==> config.mk <==
export PLATFORM = sky130hd
export DESIGN_NAME = core_sequencer
export DESIGN_NICKNAME = d
export VERILOG_FILES = /design/src/rtl/core_seq_pkg.sv /design/src/rtl/core_seq_perf_counters.sv /design/src/rtl/core_sequencer.sv
export SDC_FILE = /design/constraint.sdc
export NUM_CORES = 1
export LEC_CHECK = 0
export BUFFER_PORTS_ARGS = -buffer_cell sky130_fd_sc_hd__buf_2
export CORE_UTILIZATION = 48
export CTS_BUF_LIST = sky130_fd_sc_hd__clkbuf_4
export DETAILED_ROUTE_END_ITERATION = 12
export PLACE_DENSITY = 0.93
export SLEW_MARGIN = 20
export SYNTH_ARGS = -nofsm -noshare
export SYNTH_HDL_FRONTEND = slang
export SYNTH_SLANG_ARGS = --single-unit
==> constraint.sdc <==
create_clock -name clock -period 2.1 [get_ports clock]
set_input_delay 0.105 -clock clock [delete_from_list [all_inputs] [get_ports clock]]
set_output_delay 0.105 -clock clock [all_outputs]
set_load 0.1 [all_outputs]
==> src/rtl/core_seq_pkg.sv <==
// Shared types and constants for the RV32I multi-cycle core sequencer.
package core_seq_pkg;

  typedef enum logic [2:0] {
    StFetchReq,
    StFetchWait,
    StDecode,
    StExecute,
    StWriteback,
    StHalt
  } seq_state_e;

  localparam logic [31:0] Nop    = 32'h0000_0013;
  localparam logic [31:0] PcStep = 32'd4;
  localparam int unsigned RdMsb  = 11;
  localparam int unsigned RdLsb  = 7;

endpackage

==> src/rtl/core_seq_perf_counters.sv <==
// Cycle and retired-instruction counters for the core sequencer; both wrap at 2^32.
module core_seq_perf_counters
  import core_seq_pkg::*;
(
  input  logic        clock,
  input  logic        reset,
  input  logic        retire,
  output logic [31:0] cycle_count,
  output logic [31:0] instret_count
);

  logic [31:0] cycle_q, instret_q;

  always_ff @(posedge clock or posedge reset) begin
    if (reset) begin
      cycle_q   <= '0;
      instret_q <= '0;
    end else begin
      cycle_q <= cycle_q + 32'd1;
      if (retire) begin
        instret_q <= instret_q + 32'd1;
      end
    end
  end

  assign cycle_count   = cycle_q;
  assign instret_count = instret_q;

endmodule

==> src/rtl/core_sequencer.sv <==
// Multi-cycle fetch/decode/execute/writeback sequencer for the RV32I minimum core.
// Define SEQ_PERF_COUNTERS_EN to build the cycle/instret performance counters.
module core_sequencer
  import core_seq_pkg::*;
#(
  parameter logic [31:0] RESET_PC    = 32'h0000_0000,
  parameter int unsigned EXEC_CYCLES = 1
) (
  input  logic        clock,
  input  logic        reset,
  output logic        imem_req_valid,
  input  logic        imem_req_ready,
  output logic [31:0] imem_addr,
  input  logic        imem_rsp_valid,
  input  logic [31:0] imem_rsp_data,
  output logic [31:0] instruction,
  output logic [31:0] pc,
  input  logic        decode_illegal,
  input  logic        rd_write_request,
  input  logic        next_pc_valid,
  input  logic [31:0] next_pc,
  output logic        register_file_write_enable,
  output logic        halted,
  output logic [31:0] cycle_count,
  output logic [31:0] instret_count
);

  localparam logic [3:0] ExecLoad = 4'(EXEC_CYCLES - 1);

  seq_state_e  state_q, state_d;
  logic [31:0] pc_q, pc_d;
  logic [31:0] instr_q, instr_d;
  logic [3:0]  exec_cnt_q, exec_cnt_d;
  logic        misaligned;
  logic        retire;

  assign misaligned = next_pc_valid && (next_pc[1:0] != 2'b00);
  assign retire     = (state_q == StWriteback) && !misaligned;

  always_comb begin
    state_d    = state_q;
    pc_d       = pc_q;
    instr_d    = instr_q;
    exec_cnt_d = exec_cnt_q;
    unique case (state_q)
      StFetchReq: begin
        if (imem_req_ready) state_d = StFetchWait;
      end
      StFetchWait: begin
        if (imem_rsp_valid) begin
          instr_d = imem_rsp_data;
          state_d = StDecode;
        end
      end
      StDecode: begin
        if (decode_illegal) begin
          state_d = StHalt;
        end else begin
          exec_cnt_d = ExecLoad;
          state_d    = StExecute;
        end
      end
      StExecute: begin
        if (exec_cnt_q == 4'd0) state_d = StWriteback;
        else exec_cnt_d = exec_cnt_q - 4'd1;
      end
      StWriteback: begin
        // A misaligned redirect stops the core without committing anything.
        if (misaligned) begin
          state_d = StHalt;
        end else begin
          pc_d    = next_pc_valid ? next_pc : pc_q + PcStep;
          state_d = StFetchReq;
        end
      end
      StHalt:  state_d = StHalt;
      default: state_d = StHalt;
    endcase
  end

  always_ff @(posedge clock or posedge reset) begin
    if (reset) begin
      state_q    <= StFetchReq;
      pc_q       <= RESET_PC;
      instr_q    <= Nop;
      exec_cnt_q <= '0;
    end else begin
      state_q    <= state_d;
      pc_q       <= pc_d;
      instr_q    <= instr_d;
      exec_cnt_q <= exec_cnt_d;
    end
  end

  assign imem_req_valid = (state_q == StFetchReq);
  assign imem_addr      = pc_q;
  assign pc             = pc_q;
  assign instruction    = instr_q;
  assign halted         = (state_q == StHalt);

  // Qualified by the writeback state so the strobe cannot leak into other states.
  assign register_file_write_enable = retire && rd_write_request &&
                                      (instr_q[RdMsb:RdLsb] != 5'd0);

`ifdef SEQ_PERF_COUNTERS_EN
  core_seq_perf_counters u_perf_counters (
    .clock         (clock),
    .reset         (reset),
    .retire        (retire),
    .cycle_count   (cycle_count),
    .instret_count (instret_count)
  );
`else
  logic unused_retire;
  assign unused_retire = retire;
  assign cycle_count   = '0;
  assign instret_count = '0;
`endif

endmodule

# ---- Word-level counts from Yosys, hierarchy flattened
# Index checks and enable logic that the tools add are counted.
dict set report totals {
  ram_bits 0
  mem_bits_ro 0
  register_bits 71
  latch_bits 0
  output_inout_bits 163
  n_memories 0
  input_bits 71
}
dict set report classes {
  n_div 0
  n_reduce_logical 14
  n_lt_le_gt_ge 0
  n_mux 10
  n_shift 0
  addsub 2
  bitwise 1
  n_eq_ne 10
  n_mul 0
}
# operator n
set op_table {}
lappend op_table {{$add A32 B3 Y32 const B} 1}
lappend op_table {{$mux W32} 1}
lappend op_table {{$mux W3} 5}
lappend op_table {{$pmux W3 S5} 1}
lappend op_table {{$mux W4} 2}
lappend op_table {{$ne A2 B2 Y1 const B} 4}
lappend op_table {{$pmux W4 S2} 1}
lappend op_table {{$eq A3 B2 Y1 const B} 2}
lappend op_table {{$eq A3 B3 Y1 const B} 2}
lappend op_table {{$reduce_and A3 Y1} 2}
lappend op_table {{$reduce_bool A5 Y1} 1}
lappend op_table {{$logic_and A1 B1 Y1} 4}
lappend op_table {{$logic_not A4 Y1} 1}
lappend op_table {{$reduce_and A2 Y1} 2}
lappend op_table {{$reduce_bool A2 Y1} 2}
lappend op_table {{$sub A4 B1 Y4 const B} 1}
lappend op_table {{$eq A3 B1 Y1 const B} 1}
lappend op_table {{$logic_not A3 Y1} 1}
lappend op_table {{$ne A2 B1 Y1 const B} 1}
lappend op_table {{$logic_not A1 Y1} 1}
lappend op_table {{$not A1 Y1} 1}

# ---- Logic depth before layout (Yosys ltp)
dict set report logic_depth {
  depth_word 6
  mapped_depth 7
  mapped_depth_nobuf 6
}

# ---- Least setup slack after synthesis
# No wires, ideal clock.
dict set report synth_timing {
  path_type {register to output}
  startpoint {reg state_q[2]}
  endpoint {out halted}
  stages_incl_launch_ff 4
  arrival_time_ns 2.644
  setup_slack_ns -0.649
  cell_sequence {dfrtp_1 buf_2 inv_1 nor3_1}
}
dict set report synth_via {
  elab_chain_cells 1
}
# item line
set synth_rtl {}
lappend synth_rtl {{from (decl)} core_sequencer.sv:30} ;# seq_state_e state_q, state_d;
lappend synth_rtl {{from (signal assigned)} core_sequencer.sv:83} ;# state_q <= StFetchReq;
lappend synth_rtl {{from (signal assigned)} core_sequencer.sv:88} ;# state_q <= state_d;
lappend synth_rtl {{$eq A3 B3 Y1} core_sequencer.sv:99} ;# assign halted = (state_q == StHalt);
lappend synth_rtl {{to (decl)} core_sequencer.sv:23} ;# output logic halted,
# Every way passes these cells.

# ---- Worst setup path after layout
dict set report layout_timing {
  startpoint {reg instr_q[8], in the netlist instruction[8]}
  endpoint {out register_file_write_enable}
}
dict set report layout_via {
  elab_chain_cells 2
}
# item line
set layout_rtl {}
lappend layout_rtl {{from (decl)} core_sequencer.sv:32} ;# logic [31:0] instr_q, instr_d;
lappend layout_rtl {{from (signal assigned)} core_sequencer.sv:85} ;# instr_q <= Nop;
lappend layout_rtl {{from (signal assigned)} core_sequencer.sv:90} ;# instr_q <= instr_d;
lappend layout_rtl {{$reduce_bool A5 Y1} core_sequencer.sv:103} ;# (instr_q[RdMsb:RdLsb] != 5'd0);
lappend layout_rtl {{$logic_and A1 B1 Y1} core_sequencer.sv:102} ;# assign register_file_write_enable = retire && rd_write_request &&
lappend layout_rtl {{to (decl)} core_sequencer.sv:22} ;# output logic register_file_write_enable,
# Every way passes these cells.

==> metrics.txt <==
Initial Utilization 49.8%; Worst Path Arrival 1.91 ns; VDD IR-drop max 0.431 mV; register area 1800 um^2; commonest non-fill, non-tap cell in the layout buf_2; CTS tree done; Final Hold Violating Endpoints 0; placed inst area 5250 um^2; Post-synth ARST share 100%; Placed Cells 738; fin crit share 96.1%; Port-buffer cells 169; Post-Syn Area 4620 um^2; Num CTS Buffers 9; vias in the first global route 4,143; DRC viols 0; non-filler instance count after layout 805; critical path class register to output pin; Slew HR 64.0%; DRT Pass-1 Iters 5; Die Ht 100 um; gpl congestion 0.864; CP startpoint kind register; Die Wd 100 um; largest net degree at the start of global routing 45; remaining global-route overflow 0; flop2flop setup slack 0.20 ns; Pwr Density 605 nW/um^2; CP Max Fanout 3; WP data required 2.00 ns; HPWL after detailed placement 8670 um; syn avg cell area 9.65 um^2; initial antenna violation count 0; synthesized instance count 479; clk sink count 71; final setup TNS 0 ns; final core utilization 64.2%; YS warnings 0; Worst Hold Class input pin to register; RSZ-0062 raised after global routing no; Final Critical Period 2.02 ns; FMAX 495 MHz; Routed WL 13,200 um; run status finished, final reports clean; post-route ant nets 0; Slew Limit Fails 0; clock latency on the worst-skew pair 0.40 ns; skew final 0.0157 ns; setup violators final 0; Tightest Pin Transition 0.535 ns; Fill cells 776; clk root buf clkbuf_4; DR WL/cell 16.4 um; Via Count 4,294; GRT Resource Usage Total 25.8%; floorplan core area 9280 um^2; crit path capture type output pin; # rows 35; post-synthesis sequential area ratio 38.5%; flops & latches, synth 71; library cells used by synthesis 67; Worst-path clk slew 0.14 ns; Setup Buffers After CTS 0; total power 3.60 mW; Lkg Pwr 3.05 nW; die area 10,000 um^2; CTS Buffer Depth 2; Iter 0 DRT Violations 191; Most used DFF post-synth dfrtp_1; Avg Vias per Cell 5.33; max cap viols 0; # IOs 234; H-tree Lvls 3; Post-synth EDFFs 0; post-route cell area 5960 um^2; global-route wire length before repair 20,400 um; share of cells above drive strength 1 41.8%; Final #Nets 744; area occupied by multi-input gates 2190 um^2; most frequent cells in the layout buf_2, conb_1, dlygate4sd3_1, dfrtp_1, mux2_2; Area growth syn-to-layout 28.9%
## repair_timing
item	in CTS	in global routing
setup endpoints to repair	1	1
resized for setup	1	1
hold endpoints to repair	69	0
hold buffers	50	0
## report_power, final
part	internal (mW)	total, mW	switching [mW]
logic	0.166	1.02	0.854
clock network	0.622	1.17	0.547
registers	1.39	1.41	0.0275
## synth_stat cells, drive strengths merged, types with 3 or more instances
library cell	n	area share, %
buf	111	17
dfrtp	68	37
mux2	33	8.0
nor3	25	3.1
a21oi	24	2.6
o21ai	22	2.4
nand3	20	2.2
inv	19	1.5
nand2	18	1.5
nor2	13	1.1
nand4	12	2.4
clkbuf	10	0.89
and3	8	1.1
a31oi	7	0.95
nor4	7	1.6
a311oi	5	0.95
and4	5	0.97
or4	5	0.81
a211oi	4	0.65
a22oi	4	0.65
o31ai	4	0.65
a311o	3	0.65
and2	3	0.41
dfstp	3	1.7
ha	3	0.81
mux2i	3	0.65
nor3b	3	0.84
o211a	3	0.65
o2bb2ai	3	0.57
## worst paths after layout
| kind | from | endpoint | depth (start not counted) |
|---|---|---|---|
| max | instruction[8]$_DFFE_PP0P_ | register_file_write_enable | 4 |
| min | next_pc[27] | imem_addr[27]$_DFFE_PP0P_ | 3 |
| max reg2reg | exec_cnt_q[0]$_DFFE_PP0P_ | state_q[2]$_DFFE_PP0P_ | 6 |
| min reg2reg | instruction[3]$_DFFE_PP0P_ | instruction[3]$_DFFE_PP0P_ | 1 |
| max in group asynchronous | reset | state_q[1]$_DFFE_PP0P_ | 4 |
| min in group asynchronous | reset | instruction[26]$_DFFE_PP0P_ | 3 |
## worst max-delay path, cell delays in order, from the launching register on
cell and delay [ns]:
dfrtp_1 0.43, or4_1 0.54, o21ai_0 0.32, nor2_4 0.06, buf_12 0.17
## logic make-up after synthesis
| group | share of synthesized area (%) |
|---|---|
| buf+inv | 19.9 |
| simple gates | 18.0 |
| compound gates | 13.6 |
| flops | 38.5 |
| mux | 8.69 |
| fa+ha+maj | 0.812 |
| xor+xnor | 0.379 |
| other cells | 0.0811 |
## area by class of cell
class | instances | area share [%]
multi-input combinational | 331 | 36.8
timing repair buffer | 238 | 25.7
antenna | 1 | 0.0420
inverter | 19 | 1.20
tap | 129 | 2.71
clock inverter | 7 | 2.14
clock buffer | 9 | 1.13
sequential | 71 | 30.3
## through the flow
stage          setup WS, ns  hold slack (ns)
2_1_floorplan        0.0118            0.231
3_3_place_gp          0.396            0.102
3_5_place_dp          0.301            0.108
4_1_cts              0.0514           0.0196
5_1_grt             0.00560           0.0279
6_report             0.0818           0.0373
## metal layers
| layer | routed length, um | vias to the layer above | track usage, % | part of all wire, % |
|---|---|---|---|---|
| met4 | 283 | 0 | 9.03 | 2.1 |
| met1 | 5110 | 2060 | 31.9 | 39 |
| li1 | - | 1957 | - | - |
| met3 | 1200 | 27 | 6.96 | 9.1 |
| met2 | 6590 | 250 | 43.6 | 50 |
| met5 | 0 | - | 0 | 0 |
## flip-flops by register name (all words and copies together) (netlist names)
name,flops
imem_addr,32
instruction,32
exec_cnt_q,4
state_q,3
(Power assumes the default switching activity.)
